**config.mk**
```make
export PLATFORM = sky130hd
export DESIGN_NAME = bidir_index_dual_port_ram
export DESIGN_NICKNAME = d
export VERILOG_FILES = /design/src/rtl/bidir_ram_pkg.sv /design/src/rtl/bidir_index_norm.sv /design/src/rtl/bidir_index_dual_port_ram.sv
export SDC_FILE = /design/constraint.sdc
export NUM_CORES = 1
export LEC_CHECK = 0
export BUFFER_PORTS_ARGS = -buffer_cell sky130_fd_sc_hd__buf_2
export CORE_MARGIN = 8
export CORE_UTILIZATION = 40
export CTS_BUF_LIST = sky130_fd_sc_hd__clkbuf_8
export CTS_CLUSTER_SIZE = 20
export DETAILED_ROUTE_END_ITERATION = 8
export GPL_ROUTABILITY_DRIVEN = 1
export PLACE_DENSITY_LB_ADDON = 0.3
export SLEW_MARGIN = 10
export SYNTH_ARGS = -nofsm -noshare
export SYNTH_HDL_FRONTEND = slang
export SYNTH_SLANG_ARGS = --single-unit
```
**constraint.sdc**
```tcl
create_clock -name clk_i -period 2.2 [get_ports clk_i]
set_clock_uncertainty 0.2 [all_clocks]
set_input_delay 0.44 -clock clk_i [delete_from_list [all_inputs] [get_ports clk_i]]
set_output_delay 0.44 -clock clk_i [all_outputs]
set_load 0.01 [all_outputs]
```
**src/rtl/bidir_ram_pkg.sv**
```systemverilog
// Shared types and helpers for list-object storage blocks that use
// Python-style signed indices (negative values count back from the end).
package bidir_ram_pkg;

    typedef enum logic {
        ST_IDLE  = 1'b0,
        ST_CLEAR = 1'b1
    } state_e;

    // True when idx addresses an existing element of a list of length len.
    function automatic logic in_range(input int idx, input int len);
        return (idx >= -len) && (idx <= len - 1);
    endfunction

    function automatic int phys_addr(input int idx, input int len);
        return (idx < 0) ? (len + idx) : idx;
    endfunction

    function automatic int min1_clog2(input int n);
        return (n <= 1) ? 1 : $clog2(n);
    endfunction

endpackage

```
**src/rtl/bidir_index_norm.sv**
```systemverilog
// Converts a signed list index into a physical RAM address and flags
// indices that fall outside the list.
module bidir_index_norm
    import bidir_ram_pkg::*;
#(
    parameter int ADDR_WIDTH = 5,
    parameter int RAM_LENGTH = 16,
    parameter int PHYS_WIDTH = min1_clog2(RAM_LENGTH)
) (
    input  logic [ADDR_WIDTH-1:0] idx_i,
    output logic [PHYS_WIDTH-1:0] phys_o,
    output logic                  oob_o
);

    int idx_s;

    always_comb begin
        idx_s  = int'($signed(idx_i));
        phys_o = PHYS_WIDTH'(phys_addr(idx_s, RAM_LENGTH));
        oob_o  = !in_range(idx_s, RAM_LENGTH);
    end

endmodule

```
**src/rtl/bidir_index_dual_port_ram.sv**
```systemverilog
// One-write/one-read RAM addressed by signed list indices, with bounds
// checking, a registered (optionally double-registered) read and zero-fill after reset.
module bidir_index_dual_port_ram
    import bidir_ram_pkg::*;
#(
    parameter int DATA_WIDTH     = 8,
    parameter int ADDR_WIDTH     = 5,
    parameter int RAM_LENGTH     = 16,
    parameter int OUT_REG        = 0,
    parameter int CLEAR_ON_RESET = 1
) (
    input  logic                  clk_i,
    input  logic                  rst_ni,
    input  logic                  wr_en_i,
    input  logic [ADDR_WIDTH-1:0] wr_idx_i,
    input  logic [DATA_WIDTH-1:0] wr_data_i,
    output logic                  wr_err_o,
    input  logic                  rd_en_i,
    input  logic [ADDR_WIDTH-1:0] rd_idx_i,
    output logic [DATA_WIDTH-1:0] rd_data_o,
    output logic                  rd_valid_o,
    output logic                  rd_err_o,
    output logic                  busy_o,
    output logic [ADDR_WIDTH-1:0] len_o
);

    localparam int              PTR_W       = min1_clog2(RAM_LENGTH);
    localparam logic [PTR_W-1:0] LAST_PTR   = PTR_W'(RAM_LENGTH - 1);
    localparam state_e          RESET_STATE = (CLEAR_ON_RESET != 0) ? ST_CLEAR : ST_IDLE;
    localparam logic            RESET_BUSY  = (CLEAR_ON_RESET != 0);

    logic [DATA_WIDTH-1:0] mem_q [RAM_LENGTH];

    state_e                state_q;
    logic [PTR_W-1:0]      clear_ptr_q;
    logic                  busy_q;

    logic [PTR_W-1:0]      wr_phys;
    logic [PTR_W-1:0]      rd_phys;
    logic                  wr_oob;
    logic                  rd_oob;
    logic                  idle;
    logic                  wr_fire;
    logic                  rd_fire;

    logic                  wr_err_q;
    logic                  s1_valid_q;
    logic                  s1_err_q;
    logic [DATA_WIDTH-1:0] s1_data_q;

    bidir_index_norm #(
        .ADDR_WIDTH (ADDR_WIDTH),
        .RAM_LENGTH (RAM_LENGTH),
        .PHYS_WIDTH (PTR_W)
    ) u_wr_norm (
        .idx_i  (wr_idx_i),
        .phys_o (wr_phys),
        .oob_o  (wr_oob)
    );

    bidir_index_norm #(
        .ADDR_WIDTH (ADDR_WIDTH),
        .RAM_LENGTH (RAM_LENGTH),
        .PHYS_WIDTH (PTR_W)
    ) u_rd_norm (
        .idx_i  (rd_idx_i),
        .phys_o (rd_phys),
        .oob_o  (rd_oob)
    );

    assign idle    = (state_q == ST_IDLE);
    assign wr_fire = idle && wr_en_i && !wr_oob;
    assign rd_fire = idle && rd_en_i;

    // Clear sweep: one entry per cycle, then normal operation until the next reset.
    always_ff @(posedge clk_i or negedge rst_ni) begin
        if (!rst_ni) begin
            state_q     <= RESET_STATE;
            clear_ptr_q <= '0;
            busy_q      <= RESET_BUSY;
        end else begin
            case (state_q)
                ST_CLEAR: begin
                    if (clear_ptr_q == LAST_PTR) begin
                        state_q <= ST_IDLE;
                        busy_q  <= 1'b0;
                    end else begin
                        clear_ptr_q <= clear_ptr_q + PTR_W'(1);
                    end
                end
                default: begin
                    state_q <= ST_IDLE;
                    busy_q  <= 1'b0;
                end
            endcase
        end
    end

    always_ff @(posedge clk_i) begin
        if (state_q == ST_CLEAR) begin
            mem_q[clear_ptr_q] <= '0;
        end else if (wr_fire) begin
            mem_q[wr_phys] <= wr_data_i;
        end
    end

    // The read samples the array before this edge's write lands, so a
    // same-address read/write returns the old contents.
    always_ff @(posedge clk_i or negedge rst_ni) begin
        if (!rst_ni) begin
            s1_valid_q <= 1'b0;
            s1_err_q   <= 1'b0;
            s1_data_q  <= '0;
            wr_err_q   <= 1'b0;
        end else begin
            s1_valid_q <= rd_fire;
            s1_err_q   <= rd_fire && rd_oob;
            if (rd_fire) begin
                s1_data_q <= rd_oob ? '0 : mem_q[rd_phys];
            end
            wr_err_q   <= wr_en_i && (!idle || wr_oob);
        end
    end

    generate
        if (OUT_REG != 0) begin : g_out_reg
            logic                  s2_valid_q;
            logic                  s2_err_q;
            logic [DATA_WIDTH-1:0] s2_data_q;

            always_ff @(posedge clk_i or negedge rst_ni) begin
                if (!rst_ni) begin
                    s2_valid_q <= 1'b0;
                    s2_err_q   <= 1'b0;
                    s2_data_q  <= '0;
                end else begin
                    s2_valid_q <= s1_valid_q;
                    s2_err_q   <= s1_err_q;
                    s2_data_q  <= s1_data_q;
                end
            end

            assign rd_valid_o = s2_valid_q;
            assign rd_err_o   = s2_err_q;
            assign rd_data_o  = s2_data_q;
        end else begin : g_no_out_reg
            assign rd_valid_o = s1_valid_q;
            assign rd_err_o   = s1_err_q;
            assign rd_data_o  = s1_data_q;
        end
    endgenerate

    assign wr_err_o = wr_err_q;
    assign busy_o   = busy_q;
    assign len_o    = ADDR_WIDTH'(RAM_LENGTH);

endmodule
```
Word-level counts from Yosys, hierarchy flattened --
Memories as Yosys holds them, arrays and structs flattened. A register that Yosys moved wholly into a read port is not among the register bits. Index checks and enable logic that the tools add are counted.
Cells by class: bitwise logic cells 2, equality and inequality tests 2, $lt $le $gt $ge 6, $add $sub $neg 3, reductions and logical operators 13, muxes and demuxes 14
Operators with widths (count):
- two-way mux 4 bit | 3
- greater-or-equal comparator 5 bit, second input constant | 2
- less-or-equal comparator 5 bit, second input constant | 2
- < comparator 5 x 1 -> 1 bit, second input constant | 2
- two-way mux 1 bit | 10
- adder 1 x 4 -> 4 bit, first input constant | 2
- two-way mux 8 bit | 1
- OR reduction 8 bit | 1
- logical AND 1 bit | 7
- adder 4 x 1 -> 4 bit, second input constant | 1
- equality test 4 bit, second input constant | 1
- zero test 1 bit | 3
- != test 2 x 1 -> 1 bit, second input constant | 1
- NOT 1 bit | 2
- AND reduction 2 bit | 1
- logical OR 1 bit | 1
Word-level totals: register bits 9, logic and storage cells 47, bits of input ports 22, RAM bits 128, memories kept 1
Memory list:
- mem_q | words 16, width 8, rd ports 1, clocked after memory_dff 1, wr ports 1, RTL line bidir_index_dual_port_ram.sv:32 | logic [DATA_WIDTH-1:0] mem_q [RAM_LENGTH];

Longest topological paths before layout --
depth after elaboration 8, gate-level depth with buffers 8, mapped depth without buffers 8

By module --
From an unflattened synthesis, not the netlist that was laid out.
Unflattened totals: cell total of the unflattened synthesis 317, area total of the unflattened synthesis 5955.7 um2
Modules (own cells, without submodules):
- bidir_index_dual_port_ram | cells each 297, instances 1, area each 5785.5 um2, seq. area each 4271.6 um2
- bidir_index_norm | cells each 10, instances 2, area each 85.1 um2, seq. area each 0.0 um2

Least setup slack after synthesis --
No wires, ideal clock.
path kind input port to flip-flop, start point in wr_idx_i[3], end point mem mem_q[9][0], enable pin, required time 1.616 ns, path slack -0.728 ns, arrival time 2.344 ns, stages 7, library setup time 0.384 ns, path buffers 0, cells stage by stage nand4_2 inv_1 ha_1 and4b_4 nor4b_4 nand3b_1 o21ai_0
Between the ends: word-level cells in the longest chain between the ends 8
RTL lines:
- from (decl) | RTL line bidir_index_dual_port_ram.sv:15 | input logic [ADDR_WIDTH-1:0] wr_idx_i,
- greater-or-equal comparator 5 bit or less-or-equal comparator 5 bit (tied branches) | RTL line bidir_ram_pkg.sv:12 | return (idx >= -len) && (idx <= len - 1);
- logical AND 1 bit | RTL line bidir_ram_pkg.sv:12
- logical AND 1 bit | RTL line bidir_index_dual_port_ram.sv:72 | assign wr_fire = idle && wr_en_i && !wr_oob;
- two-way mux 1 bit | RTL line bidir_index_dual_port_ram.sv:102 | end else if (wr_fire) begin
- two-way mux 1 bit | RTL line bidir_index_dual_port_ram.sv:100 | if (state_q == ST_CLEAR) begin
- two-way mux 1 bit (not written as such) | RTL line bidir_index_dual_port_ram.sv:103 | mem_q[wr_phys] <= wr_data_i;
- OR reduction 8 bit (no source line)
- two-way mux 4 bit (no source line) or two-way mux 1 bit (tied branches)
- to (decl) | RTL line bidir_index_dual_port_ram.sv:32
Several ways; a longest one is shown, not always the timed one.

Worst setup path after layout --
start point in wr_idx_i[2], end point mem mem_q[15][7], enable pin
The elaborated chain is that of the path after synthesis.

==> results.md <==
- Status: finished with violations
- Failing checks: setup timing
- DR iter-0 viols: 297
- Worst vdd ir: 368 uV
- CP Launch Type: input pin
- Initial DRT Pass Iterations: 4
- Ys flop type: edfxtp_1
- Cell Area, Synth: 6000 um2
- Layout cells sized above 1: 36.7%
- WP data arrival: 2.17 ns
- CTS Root Cell: clkbuf_8
- Vias in the first global route: 3329
- First-pass GRT wire length: 19100 um
- Area of the multi-input gates: 1780 um2
- Yosys reg bits: 145
- CTS tree: built
- Clock sink count: 145
- Post-DR vias/cell: 5.23
- Worst endpoint required time: 2.12 ns
- Fin crit share: 102%
- Dpl ws: -0.578 ns
- Die span in y: 139 um
- Total congestion overflow: 0
- CP most frequent cell: buf_6
- Largest stage delay, worst path: 0.34 ns
- Die Wd: 139 um
- Avg Inst Size Synth: 16.8 um2
- EDFF count, synth: 128
- Critical path cell sequence: buf_6 > nand4_4 > inv_2 > ha_4 > and4b_4 > nor4b_4 > buf_6 > mux2_4 > nor2_4
- Worst skew pair latency: 0.44 ns
- Area of the die: 19200 um2
- Post-synth top area share: 64.0%
- Post-DRT Antenna Nets: 0
- DP HPWL: 8590 um
- Max-slew violations: 0
- Sequential-to-total area share from yosys stat: 71.2%
- Gp weighted congestion: 0.837
- FP Rows: 44
- Hold Vio Cnt, Final: 0
- Most frequent cells in the layout: 128 x edfxtp_1, 34 x mux2i_1, 29 x buf_2
- Final setup viols: 30
- Slew Limit Headroom: 57.9%
- Area contributors post-synth: edfxtp_1 64%, dfrtp_1 6.3%, mux4_2 6.0%, mux2i_1 5.8%, o22ai_1 2.6%
- Largest net degree at the start of global routing: 24
- RSZ-0062 raised after global routing: yes
- Async set-reset flop share out of synthesis: 11.7%
- Synth area leader: edfxtp_1
- CTS max path bufs: 2
- Cells after Synth: 357
- Final worst slack: -0.0480 ns
- Nets@finish: 454
- Worst-path clk slew: 0.07 ns
- Ports: 39
- Hold Crit Class: input pin to register
- Pleak: 2.55 nW
- WP buf/inv: 3
- Power Dens Cells: 788 nW/um2
- Slowest cell on crit path: mux2_4
- Setup tns final: -0.861 ns
- Initial Util: 41.1%
- Crit path max-delay family: simple AND/OR/NAND/NOR gates
- Commonest non-fill, non-tap cell in the layout: edfxtp_1
- CTS Buf Count: 17
- GRT Total Usage: 13.2%
- Port Buf Inserts: 33
- Critical path peak fanout: 8
- Area growth, synth to finish: 22.4%
- Drt total wl: 12400 um
- Warnings from Yosys: 0
- Storage cell area: 4270 um2
- Fill count: 1193
- Wire per inst: 19.8 um
- Htree depth: 4
- CP Capture Type: register
- Post-route minimum period: 2.25 ns
- DRC: 0
- Peak Freq: 445 MHz
- Initial antenna violation count: 0
- Worst Max-Slew Pin Slew: 0.629 ns
- WS Path Type: input pin to register
- DR vias: 3276
- Core area: 14600 um2
- Diodes inserted: 0
- Number of distinct library cells after synthesis: 45
- Maximum capacitance violations: 0
[logic make-up (layout without fill, tap and decap cells)]
kind of cell	after synthesis	after routing	synth area share (%)
and+or+nand+nor	78	78	7.21
muxes	61	61	13.8
AOI/OAI and AO/OA	37	37	4.06
DFF	145	145	71.2
buffers and inverters	26	108	2.31
xor gates and xnor gates	5	5	0.730
other	2	5	0.125
adders and majority gates	3	3	0.625
[final cells by class]
class	count	share of cell area, %
Sequential cell	145	58.1
Multi-Input combinational cell	189	24.3
Timing Repair Buffer	71	8.31
Clock buffer	17	3.18
Tap cell	184	3.13
Clock inverter	15	2.71
Inverter	5	0.255
[cells in the mapped netlist (2+ instances only)]
cell and n:
clkbuf_1 3, inv_1 5, mux2_2 9, nor2_1 22
mux4_2 16, dfstp_2 2, mux2i_1 35, buf_2 9
conb_1 2, nand2b_1 6, edfxtp_1 128, o22ai_1 25
dfrtp_1 15, and2_1 9, buf_4 6, nor2b_1 5
buf_1 2, o21ai_2 4, nor3_1 10, ha_1 3
xnor2_1 3, o21ai_0 3, a31oi_1 2, nand2_1 11
xor2_1 2
[path summary, 6_finish.rpt]
| check | startpoint | to | slack, ns | cells after the start |
|---|---|---|---|---|
| min | wr_en_i | wr_err_o | 0.09 | 2 |
| max reg2reg | state_q | mem_q[8][2] | 0.13 | 4 |
| min reg2reg | busy_o | busy_o | 0.29 | 1 |
| max in group asynchronous | rst_ni | busy_o | 1.20 | 2 |
| min in group asynchronous | rst_ni | rd_data_o[1] | 0.26 | 2 |
| max | wr_idx_i[2] | mem_q[15][7] | -0.05 | 9 |
[routing by layer]
layer | share of wire (%) | track usage [%] | vias to the layer above
met4 | 1.8 | 5.72 | 0
met5 | 0 | 0 | -
met1 | 46 | 17.7 | 1649
met2 | 46 | 19.5 | 83
li1 | - | - | 1527
met3 | 5.6 | 3.87 | 17
[sequential cells by signal (all words and copies together), names as in the netlist]
name	flops
wr_err_o	1
clear_ptr_q	4
state_q	1
mem_q	128
rd_valid_o	1
rd_err_o	1
rd_data_o	8
busy_o	1
[per-stage QoR]
step           hold slack [ns]  std cells  utilization [%]  area [um2]  power [mW]
4_1_cts                 0.0551        624             50.0        7290        5.83
6_report                0.0918        626             50.4        7350        5.79
3_3_place_gp             0.200        589             46.6        6790        3.57
3_5_place_dp             0.214        589             46.6        6790        3.58
2_1_floorplan          -0.0556        360                -        6160        3.40
5_1_grt                 0.0736        626             50.4        7350        5.97
[report_power, final]
part	switching [mW]	internal, mW	total, mW
sequential	0.0189	3.05	3.07
combinational	0.261	0.212	0.473
clock	0.927	1.32	2.25
[what timing repair did]
item / 4_1_cts / 5_1_grt
endpoints found under the setup margin: 104 / 96
endpoints found under the hold margin: 15 / 0
pin swaps: 5 / 7
buffers inserted: 2 / 2
gates resized for setup: 11 / 6
hold buffers: 1 / 0
[worst reg2reg max path: stages, from the launching register on]
cell and delay, ns:
dfstp_2 0.62, inv_1 0.09, or3_1 0.42, o32ai_2 0.23, buf_4 0.21
No activity file was read; power rests on OpenSTA's default activity.
